===== src/rtl/sprite_pkg.sv =====
// Shared sprite definitions: state codes (also decoded by the ROM renderer),
// the enum the sequencer uses, and sprite geometry.
package sprite_pkg;

    localparam logic [3:0] ST_IDLE        = 4'd0;
    localparam logic [3:0] ST_WALK        = 4'd1;
    localparam logic [3:0] ST_WALKBACK    = 4'd2;
    localparam logic [3:0] ST_ATTSTART    = 4'd3;
    localparam logic [3:0] ST_ATTEND      = 4'd4;
    localparam logic [3:0] ST_ATTPULL     = 4'd5;
    localparam logic [3:0] ST_DIRATTSTART = 4'd6;
    localparam logic [3:0] ST_DIRATTEND   = 4'd7;
    localparam logic [3:0] ST_DIRATTPULL  = 4'd8;
    localparam logic [3:0] ST_BLOCK       = 4'd9;
    localparam logic [3:0] ST_GOTHIT      = 4'd10;

    localparam logic [11:0] TRANSPARENT_COLOR = 12'hF0F;
    localparam int SPRITE_W = 150;
    localparam int SPRITE_H = 157;

    typedef enum logic [3:0] {
        S_IDLE     = ST_IDLE,
        S_WALK     = ST_WALK,
        S_WALKBACK = ST_WALKBACK,
        S_ATTSTART = ST_ATTSTART,
        S_ATTEND   = ST_ATTEND,
        S_ATTPULL  = ST_ATTPULL,
        S_DIRSTART = ST_DIRATTSTART,
        S_DIREND   = ST_DIRATTEND,
        S_DIRPULL  = ST_DIRATTPULL,
        S_BLOCK    = ST_BLOCK,
        S_GOTHIT   = ST_GOTHIT
    } state_e;

    function automatic logic state_is_busy(input state_e s);
        return (s inside {S_ATTSTART, S_ATTEND, S_ATTPULL,
                          S_DIRSTART, S_DIREND, S_DIRPULL, S_GOTHIT});
    endfunction

    function automatic logic state_is_hitbox(input state_e s);
        return (s == S_ATTEND) || (s == S_DIREND);
    endfunction

endpackage


===== src/rtl/sprite_state_seq_frame_hold_timer.sv =====
// Frame-count dwell timer: 5-bit loadable down-counter stepping on frame_tick,
// saturating at zero.
module frame_hold_timer (
    input  logic       clk,
    input  logic       rst,
    input  logic       frame_tick,
    input  logic       load,
    input  logic [4:0] load_val,
    input  logic       dec_en,
    output logic       done
);

    logic [4:0] count_q;
    logic [4:0] count_d;

    always_comb begin
        count_d = count_q;
        if (frame_tick && load) begin
            count_d = load_val;
        end else if (frame_tick && dec_en && (count_q != 5'd0)) begin
            count_d = count_q - 5'd1;
        end
    end

    always_ff @(posedge clk or negedge rst) begin
        if (!rst) begin
            count_q <= 5'd0;
        end else begin
            count_q <= count_d;
        end
    end

    assign done = (count_q == 5'd0);

endmodule


===== src/rtl/sprite_state_seq.sv =====
// Per-player animation sequencer: latches one-shot requests and steps the
// sprite state only on frame boundaries.
module sprite_state_seq
    import sprite_pkg::*;
#(
    parameter int unsigned HOLD_START = 6,
    parameter int unsigned HOLD_END   = 8,
    parameter int unsigned HOLD_PULL  = 4,
    parameter int unsigned HOLD_HIT   = 12
) (
    input  logic       clk,
    input  logic       rst,
    input  logic       frame_tick,
    input  logic       move_fwd,
    input  logic       move_back,
    input  logic       block_req,
    input  logic       attack_req,
    input  logic       dirattack_req,
    input  logic       hit_req,
    output logic [3:0] state,
    output logic       busy,
    output logic       hitbox_active,
    output logic       attack_ack
);

    localparam logic [4:0] LD_START = 5'(HOLD_START - 1);
    localparam logic [4:0] LD_END   = 5'(HOLD_END - 1);
    localparam logic [4:0] LD_PULL  = 5'(HOLD_PULL - 1);
    localparam logic [4:0] LD_HIT   = 5'(HOLD_HIT - 1);

    state_e     state_q, state_d;
    logic       p_att_q, p_att_d;
    logic       p_dir_q, p_dir_d;
    logic       p_hit_q, p_hit_d;
    logic       busy_q, hitbox_q, ack_q, ack_d;
    logic       eff_att, eff_dir, eff_hit;
    logic       tmr_load, tmr_dec, tmr_done;
    logic [4:0] tmr_val;

    frame_hold_timer u_timer (
        .clk        (clk),
        .rst        (rst),
        .frame_tick (frame_tick),
        .load       (tmr_load),
        .load_val   (tmr_val),
        .dec_en     (tmr_dec),
        .done       (tmr_done)
    );

    // A request in the tick cycle itself must count, hence the OR with the input.
    assign eff_att = p_att_q | attack_req;
    assign eff_dir = p_dir_q | dirattack_req;
    assign eff_hit = p_hit_q | hit_req;

    always_comb begin
        state_d  = state_q;
        p_att_d  = eff_att;
        p_dir_d  = eff_dir;
        p_hit_d  = eff_hit;
        ack_d    = 1'b0;
        tmr_load = 1'b0;
        tmr_dec  = 1'b0;
        tmr_val  = 5'd0;
        if (frame_tick) begin
            // Every tick drains the request latches; busy-time attacks are dropped.
            p_att_d = 1'b0;
            p_dir_d = 1'b0;
            p_hit_d = 1'b0;
            if (eff_hit) begin
                state_d  = S_GOTHIT;
                tmr_load = 1'b1;
                tmr_val  = LD_HIT;
            end else if (!busy_q) begin
                if (eff_dir) begin
                    state_d  = S_DIRSTART;
                    tmr_load = 1'b1;
                    tmr_val  = LD_START;
                    ack_d    = 1'b1;
                end else if (eff_att) begin
                    state_d  = S_ATTSTART;
                    tmr_load = 1'b1;
                    tmr_val  = LD_START;
                    ack_d    = 1'b1;
                end else if (block_req) begin
                    state_d = S_BLOCK;
                end else if (move_fwd && !move_back) begin
                    state_d = S_WALK;
                end else if (move_back && !move_fwd) begin
                    state_d = S_WALKBACK;
                end else begin
                    state_d = S_IDLE;
                end
            end else if (!tmr_done) begin
                tmr_dec = 1'b1;
            end else begin
                unique case (state_q)
                    S_ATTSTART: begin state_d = S_ATTEND;  tmr_load = 1'b1; tmr_val = LD_END;  end
                    S_ATTEND:   begin state_d = S_ATTPULL; tmr_load = 1'b1; tmr_val = LD_PULL; end
                    S_DIRSTART: begin state_d = S_DIREND;  tmr_load = 1'b1; tmr_val = LD_END;  end
                    S_DIREND:   begin state_d = S_DIRPULL; tmr_load = 1'b1; tmr_val = LD_PULL; end
                    default:    state_d = S_IDLE;
                endcase
            end
        end
    end

    always_ff @(posedge clk or negedge rst) begin
        if (!rst) begin
            state_q  <= S_IDLE;
            p_att_q  <= 1'b0;
            p_dir_q  <= 1'b0;
            p_hit_q  <= 1'b0;
            busy_q   <= 1'b0;
            hitbox_q <= 1'b0;
            ack_q    <= 1'b0;
        end else begin
            state_q  <= state_d;
            p_att_q  <= p_att_d;
            p_dir_q  <= p_dir_d;
            p_hit_q  <= p_hit_d;
            busy_q   <= state_is_busy(state_d);
            hitbox_q <= state_is_hitbox(state_d);
            ack_q    <= ack_d;
        end
    end

    assign state         = state_q;
    assign busy          = busy_q;
    assign hitbox_active = hitbox_q;
    assign attack_ack    = ack_q;

endmodule


===== config.mk =====
export PLATFORM = sky130hd
export DESIGN_NAME = sprite_state_seq
export DESIGN_NICKNAME = d
export VERILOG_FILES = /design/src/rtl/sprite_pkg.sv /design/src/rtl/sprite_state_seq_frame_hold_timer.sv /design/src/rtl/sprite_state_seq.sv
export SDC_FILE = /design/constraint.sdc
export NUM_CORES = 1
export LEC_CHECK = 0
export CORE_MARGIN = 1
export CORE_UTILIZATION = 50
export CTS_BUF_LIST = sky130_fd_sc_hd__clkbuf_16
export CTS_CLUSTER_SIZE = 16
export DETAILED_ROUTE_END_ITERATION = 10
export GPL_ROUTABILITY_DRIVEN = 0
export GPL_TIMING_DRIVEN = 0
export PLACE_DENSITY = 0.74
export SYNTH_ARGS = -nofsm -noshare
export SYNTH_HDL_FRONTEND = slang
export SYNTH_SLANG_ARGS = --single-unit

===== constraint.sdc =====
create_clock -name clk -period 2.15 [get_ports clk]
set_input_delay 0.5375 -clock clk [delete_from_list [all_inputs] [get_ports clk]]
set_output_delay 0.5375 -clock clk [all_outputs]
set_load 0.1 [all_outputs]

=== Yosys cells after proc, flatten, opt, wreduce, memory -nomap -nowiden ===
Index checks and enable logic that the tools add are counted.

* Add/sub/neg operators: 1
* Equal/unequal tests: 11
* Multiplexer cells: 36
* Bitwise operators: 3
* Reduce and logical (&&, ||, !) cells: 15

{| class="wikitable"
|+ Operator list
! cell !! number
|-
| $eq 4x3->1 const B || 7
|-
| $mux 4 || 7
|-
| $mux 5 || 5
|-
| $mux 1 || 17
|-
| $pmux 4 s4 || 1
|-
| $mux 3 || 3
|-
| $eq 4x2->1 const B || 2
|-
| $eq 4x4->1 const B || 2
|-
| $reduce_bool 7->1 || 1
|-
| $pmux 3 s2 || 1
|-
| $logic_and 1x1->1 || 5
|-
| $logic_not 5->1 || 1
|-
| $reduce_bool 5->1 || 1
|-
| $sub 5x1->5 const B || 1
|-
| $mux 2 || 2
|-
| $reduce_or 2->1 || 2
|-
| $reduce_or 4->1 || 1
|-
| $or 1x1->1 || 3
|-
| $logic_not 1->1 || 2
|-
| $reduce_bool 2->1 || 1
|-
| $logic_or 1x1->1 || 1
|}

* Register bits: 15
* Bits of input ports: 9
* Output and inout bits: 7
* Logic and storage cells: 74

=== Logic depth before layout (Yosys ltp) ===
Gate-level depths: netlist of the first run.

* Depth in word-level cells: 12
* Depth in mapped cells: 9
* Mapped depth without buffers: 7

=== Cells and area by module ===
A second synthesis of the first run with hierarchy kept.

* Cell total of the unflattened synthesis: 100
* Area total of the unflattened synthesis: 967.2 sq um

{| class="wikitable"
|+ Modules (own cells, without submodules)
! module !! instances !! cells each !! area an instance (sq um) !! sequential area each (sq um)
|-
| sprite_state_seq || 1 || 65 || 664.4 || 250.2
|-
| frame_hold_timer || 1 || 35 || 302.8 || 125.1
|}

=== Least setup slack after synthesis of the first run ===
Ideal clock, no wire load.

* Kind: register to register
* Start point: register state_q[0], in the netlist state[0]
* End point: register u_timer.count_q[2]
* Library setup time: 0.120 ns
* Data arrival time: 2.159 ns
* Required time: 2.030 ns
* Path slack: -0.128 ns
* Cell stages (with the launch flop): 6
* Path buffers: 0
* Period minus slack after synthesis: 2.278 ns
* Path through: dfrtp_1 mux2i_1 nor4_4 o31a_2 o22a_1 o22a_2

* Longest elaborated chain between the ends: 9
* Elaborated cells on any way between the ends: 20
* Classes of those cells: 4 x eq/ne; 11 x mux; 5 x reduce/logical

{| class="wikitable"
|+ Ends and longest elaborated chain
! what !! line !! RTL
|-
| start: declaration || sprite_state_seq.sv:31 || <nowiki>state_e state_q, state_d;</nowiki>
|-
| start signal: assignment || sprite_state_seq.sv:117 || <nowiki>state_q <= state_d;</nowiki>
|-
| $eq 4x3->1 / $eq 4x2->1 (equally long branches) || sprite_state_seq.sv:96 || <nowiki>unique case (state_q)</nowiki>
|-
| $reduce_or 4->1 (no line) || -- ||
|-
| $mux 1 || sprite_state_seq.sv:96 ||
|-
| $mux 1 || sprite_state_seq.sv:93 || <nowiki>end else if (!tmr_done) begin</nowiki>
|-
| $mux 1 || sprite_state_seq.sv:73 || <nowiki>end else if (!busy_q) begin</nowiki>
|-
| $mux 1 || sprite_state_seq.sv:69 || <nowiki>if (eff_hit) begin</nowiki>
|-
| $mux 1 || sprite_state_seq.sv:64 || <nowiki>if (frame_tick) begin</nowiki>
|-
| $logic_and 1x1->1 || sprite_state_seq_frame_hold_timer.sv:18 || <nowiki>if (frame_tick && load) begin</nowiki>
|-
| $mux 5 / $reduce_bool 2->1 (equally long branches) || -- ||
|-
| end signal: assignment || sprite_state_seq_frame_hold_timer.sv:29 || <nowiki>count_q <= count_d;</nowiki>
|-
| end: declaration || sprite_state_seq_frame_hold_timer.sv:13 || <nowiki>logic [4:0] count_q;</nowiki>
|}

Parallel ways exist; a longest one is shown, timed or not.
A chain may end at the register's enable or synchronous reset.

=== Worst setup path in the final report of the first run ===
* Start point: register state_q[0], in the netlist state[0]
* End point: output state[0]

{| class="wikitable"
|+ RTL lines
! what !! line !! RTL
|-
| end: declaration || sprite_state_seq.sv:20 || <nowiki>output logic [3:0] state,</nowiki>
|}

No word-level cell between the ends.

==> implementation parameters, run 1 <==
Parameter                              Value

Outcome
  Outcome ... complete, no violations

Floorplan
  Chip height ... 46.4 um
  Standard-cell row count ... 15
  Core outline area ... 1780 um2
  Starting density of the core ... 55.2%
  Total die area ... 2150 um2
  Count of pins on the block boundary ... 16
  Chip width ... 46.4 um

Synth
  Cell types occupying the most area after synthesis ... sky130_fd_sc_hd__dfrtp_1, sky130_fd_sc_hd__nor2_1, sky130_fd_sc_hd__ha_1, sky130_fd_sc_hd__o21a_1, sky130_fd_sc_hd__nor4_4
  Async S/R FF share, synth ... 100%
  Flip-flop and latch count after synthesis ... 15
  Cell count after synthesis ... 100
  Library cell with the largest summed area after synthesis ... sky130_fd_sc_hd__dfrtp_1
  Post-synth top cells ... sky130_fd_sc_hd__dfrtp_1, sky130_fd_sc_hd__nor2_1, sky130_fd_sc_hd__inv_1
  Library cell with the highest instance count after synthesis ... sky130_fd_sc_hd__dfrtp_1
  Most common flop cell mapped by yosys ... sky130_fd_sc_hd__dfrtp_1
  Area share of the largest cell type after synthesis ... 38.1%
  Total nets after synthesis ... 111
  Synthesized area per cell ... 9.85 um2
  Count of different cell masters after synthesis ... 51
  Post-synth design cell area ... 985 um2
  Synthesis Warnings ... 0
  Number of enable flip-flop cells after synthesis ... 0
  Portion of the post-synthesis area used by sequential elements ... 38.1%

Clock tree
  H-tree depth ... 1
  Number of buffers on the longest clock path ... 2
  TritonCTS Buffers ... 3
  Clock Latency Late Sink ... 0.25 ns
  CTS tree ... done
  Cell at the root of the clock tree ... sky130_fd_sc_hd__clkbuf_16
  Num Clock Sinks ... 15
  Clock-pin transition on the worst setup and hold timing paths ... 0.05 ns

Global route
  Global Route Usage Sum ... 26.2%
  Overall overflow remaining after global route ... 0
  Global-route wire length before repair ... 3980 um
  Number of global-route vias before repair ... 856
  Largest net degree at the start of global routing ... 16
  Antenna violations before repair ... 0

STA
  Hold Worst Slack ... 0.569 ns
  Share of the clock period used by the worst path ... 97.0%
  Max-Slew Margin vs Limit ... 36.7%
  Hold Fails Final Rpt ... 0
  Transition time at the pin with the least slew margin ... 0.953 ns
  Number of pins exceeding their max-slew limit in the final report ... 0
  Max frequency ... 480 MHz
  Post-layout min period ... 2.08 ns
  Setup Skew ... 0.00324 ns
  Setup Viol. Count Final ... 0

Pwr
  Leakage power of the design ... 0.000579 uW
  Maximum vdd ir drop ... 0.715 mV
  Power density cells ... 1120 nW/um2
  Overall power ... 1490 uW

Setup path
  Worst path max stage delay ... 0.87 ns
  Series of cell instances along the critical path ... dlygate4sd2_1
  Critical Path End Type ... output pin
  Number of buffers and inverters on the critical path ... 1
  Path type of the worst setup path ... flop to output pin
  Crit Path Max Fanout ... 7
  Worst path required time ... 1.61 ns
  Startpoint types ... flop
  Cell family contributing the most delay on the critical path ... buffers and inverters
  Cell with the largest stage delay on the worst path ... sky130_fd_sc_hd__dlygate4sd2_1
  Worst Path Arrival ... 1.55 ns

Detailed routing
  Via-per-instance ratio ... 6.26
  Detailed Route Iter0 Violations ... 33
  Number of design rule violations left after detail routing ... 0
  Count of antenna-violating nets left after detailed routing ... 0
  Number of vias after detailed routing ... 933
  Detailed Routing Iterations Pass 1 ... 4
  Wire length per cell after detailed routing ... 16.4 um
  Total detailed-routing wirelength ... 2440 um

Layout
  Net count reported at finish ... 136
  Proportion of layout cells with a drive suffix above 1 ... 29.8%
  Layout overhead on the synthesized area ... 34.8%
  Number of antenna cells inserted ... 0

Place
  Half-perimeter wire length of the detailed placement result ... 1610 um
  Number of buffer cells added on primary ports ... 15

Hold path
  HP Class ... flop to flop

Job
  Total of max-cap violations ... 0
stage by stage:
| stage | cell area, um2 | setup TNS (ns) | utilization (%) | std cells | setup slack [ns] |
|---|---|---|---|---|---|
| 6_report | 1330 | 0 | 74.5 | 149 | 0.0654 |
| 5_1_grt | 1330 | -0.0105 | 74.5 | 149 | -0.00753 |
| 4_1_cts | 1290 | 0 | 72.6 | 146 | 0.00504 |
| 3_5_place_dp | 1170 | -1.56 | 65.6 | 140 | -0.400 |
| 3_3_place_gp | 1170 | -1.70 | 65.6 | 140 | -0.443 |
| 2_1_floorplan | 988 | 0 | - | 100 | 0.0665 |
timing repair:
| action | CTS | global route |
|---|---|---|
| buffers inserted | 3 | 3 |
| endpoints found under the setup margin | 9 | 4 |
| gates resized for setup | 17 | 9 |
| pin swaps | 2 | 5 |
| hold buffers | 0 | 0 |
cell type report:
| type | instances | area (um2) |
|---|---|---|
| Fill cell | 136 | 455 |
| Buffer | 4 | 31.3 |
| Inverter | 5 | 18.8 |
| Clock buffer | 3 | 75.1 |
| Sequential cell | 15 | 379 |
| Tap cell | 25 | 31.3 |
| Timing Repair Buffer | 21 | 189 |
| Multi-Input combinational cell | 75 | 599 |
| Clock inverter | 1 | 3.75 |
cell usage in the layout, fill, tap and decap left out, types with 2 or more instances in the layout:
master,n
sky130_fd_sc_hd__a31oi_1,2
sky130_fd_sc_hd__o211ai_1,2
sky130_fd_sc_hd__dfrtp_1,12
sky130_fd_sc_hd__inv_1,4
sky130_fd_sc_hd__or2_2,2
sky130_fd_sc_hd__xor2_1,2
sky130_fd_sc_hd__a211oi_1,2
sky130_fd_sc_hd__o31ai_1,2
sky130_fd_sc_hd__dlygate4sd2_1,6
sky130_fd_sc_hd__nand2b_1,2
sky130_fd_sc_hd__dfrtp_2,3
sky130_fd_sc_hd__clkbuf_16,3
sky130_fd_sc_hd__nor2b_1,2
sky130_fd_sc_hd__buf_4,8
sky130_fd_sc_hd__o2bb2ai_1,2
sky130_fd_sc_hd__clkdlybuf4s50_1,5
sky130_fd_sc_hd__a21oi_1,4
sky130_fd_sc_hd__nor2_1,9
sky130_fd_sc_hd__o21a_1,3
sky130_fd_sc_hd__dlymetal6s2s_1,2
sky130_fd_sc_hd__inv_2,2
sky130_fd_sc_hd__and4_1,2
sky130_fd_sc_hd__nor3_1,3
sky130_fd_sc_hd__nor4_4,2
sky130_fd_sc_hd__nand2_1,3
path summary, 6_finish.rpt:
check	slack, ns	depth (start not counted)	start	endpoint
max	0.07	1	state[0]	state[0]
min	0.57	1	u_timer.count_q[3]	u_timer.count_q[3]
max reg2reg	0.07	8	u_timer.count_q[1]	hitbox_active
min reg2reg	0.57	1	u_timer.count_q[3]	u_timer.count_q[3]
max in group asynchronous	0.92	1	rst	busy
min in group asynchronous	0.73	1	rst	state[1]
where the power goes:
part           internal (uW)  total [uW]  switching, uW
logic                    242         699            457
registers                343         428           84.7
clock network            246         360            114
total                    832        1490            656
routing by layer:
metal | track usage [%] | vias to the layer above | share of wire, %
met5 | 0 | - | 0
met4 | 8.82 | 0 | 1.5
met3 | 3.53 | 6 | 6.3
met2 | 41.9 | 40 | 49
met1 | 35.8 | 454 | 43
li1 | - | 433 | -
sequential cells by signal, summed over array words and instances, names as in the netlist:
| register | cells |
|---|---|
| attack_ack | 1 |
| busy | 1 |
| hitbox_active | 1 |
| p_att_q | 1 |
| p_dir_q | 1 |
| p_hit_q | 1 |
| state | 4 |
| u_timer.count_q | 5 |
cells by family (layout without fill, tap and decap cells):
| family | count (synthesis) | in the layout | synth area share (%) |
|---|---|---|---|
| adders and majority gates | 2 | 2 | 2.54 |
| buffers and inverters | 10 | 34 | 5.21 |
| muxes | 1 | 1 | 1.02 |
| AOI/OAI and AO/OA | 31 | 31 | 23.9 |
| and+or+nand+nor | 38 | 38 | 26.6 |
| xor gates and xnor gates | 3 | 3 | 2.67 |
| DFF | 15 | 15 | 38.1 |
Note: power is estimated with default switching activity, not from simulation.
==> run 2: changes to the inputs <==
Settings changed: ABC_CLOCK_PERIOD_IN_PS set to 2150.
==> results of run 2 <==
Same layout as run 1: the final DEF is identical, and so are final timing and power.
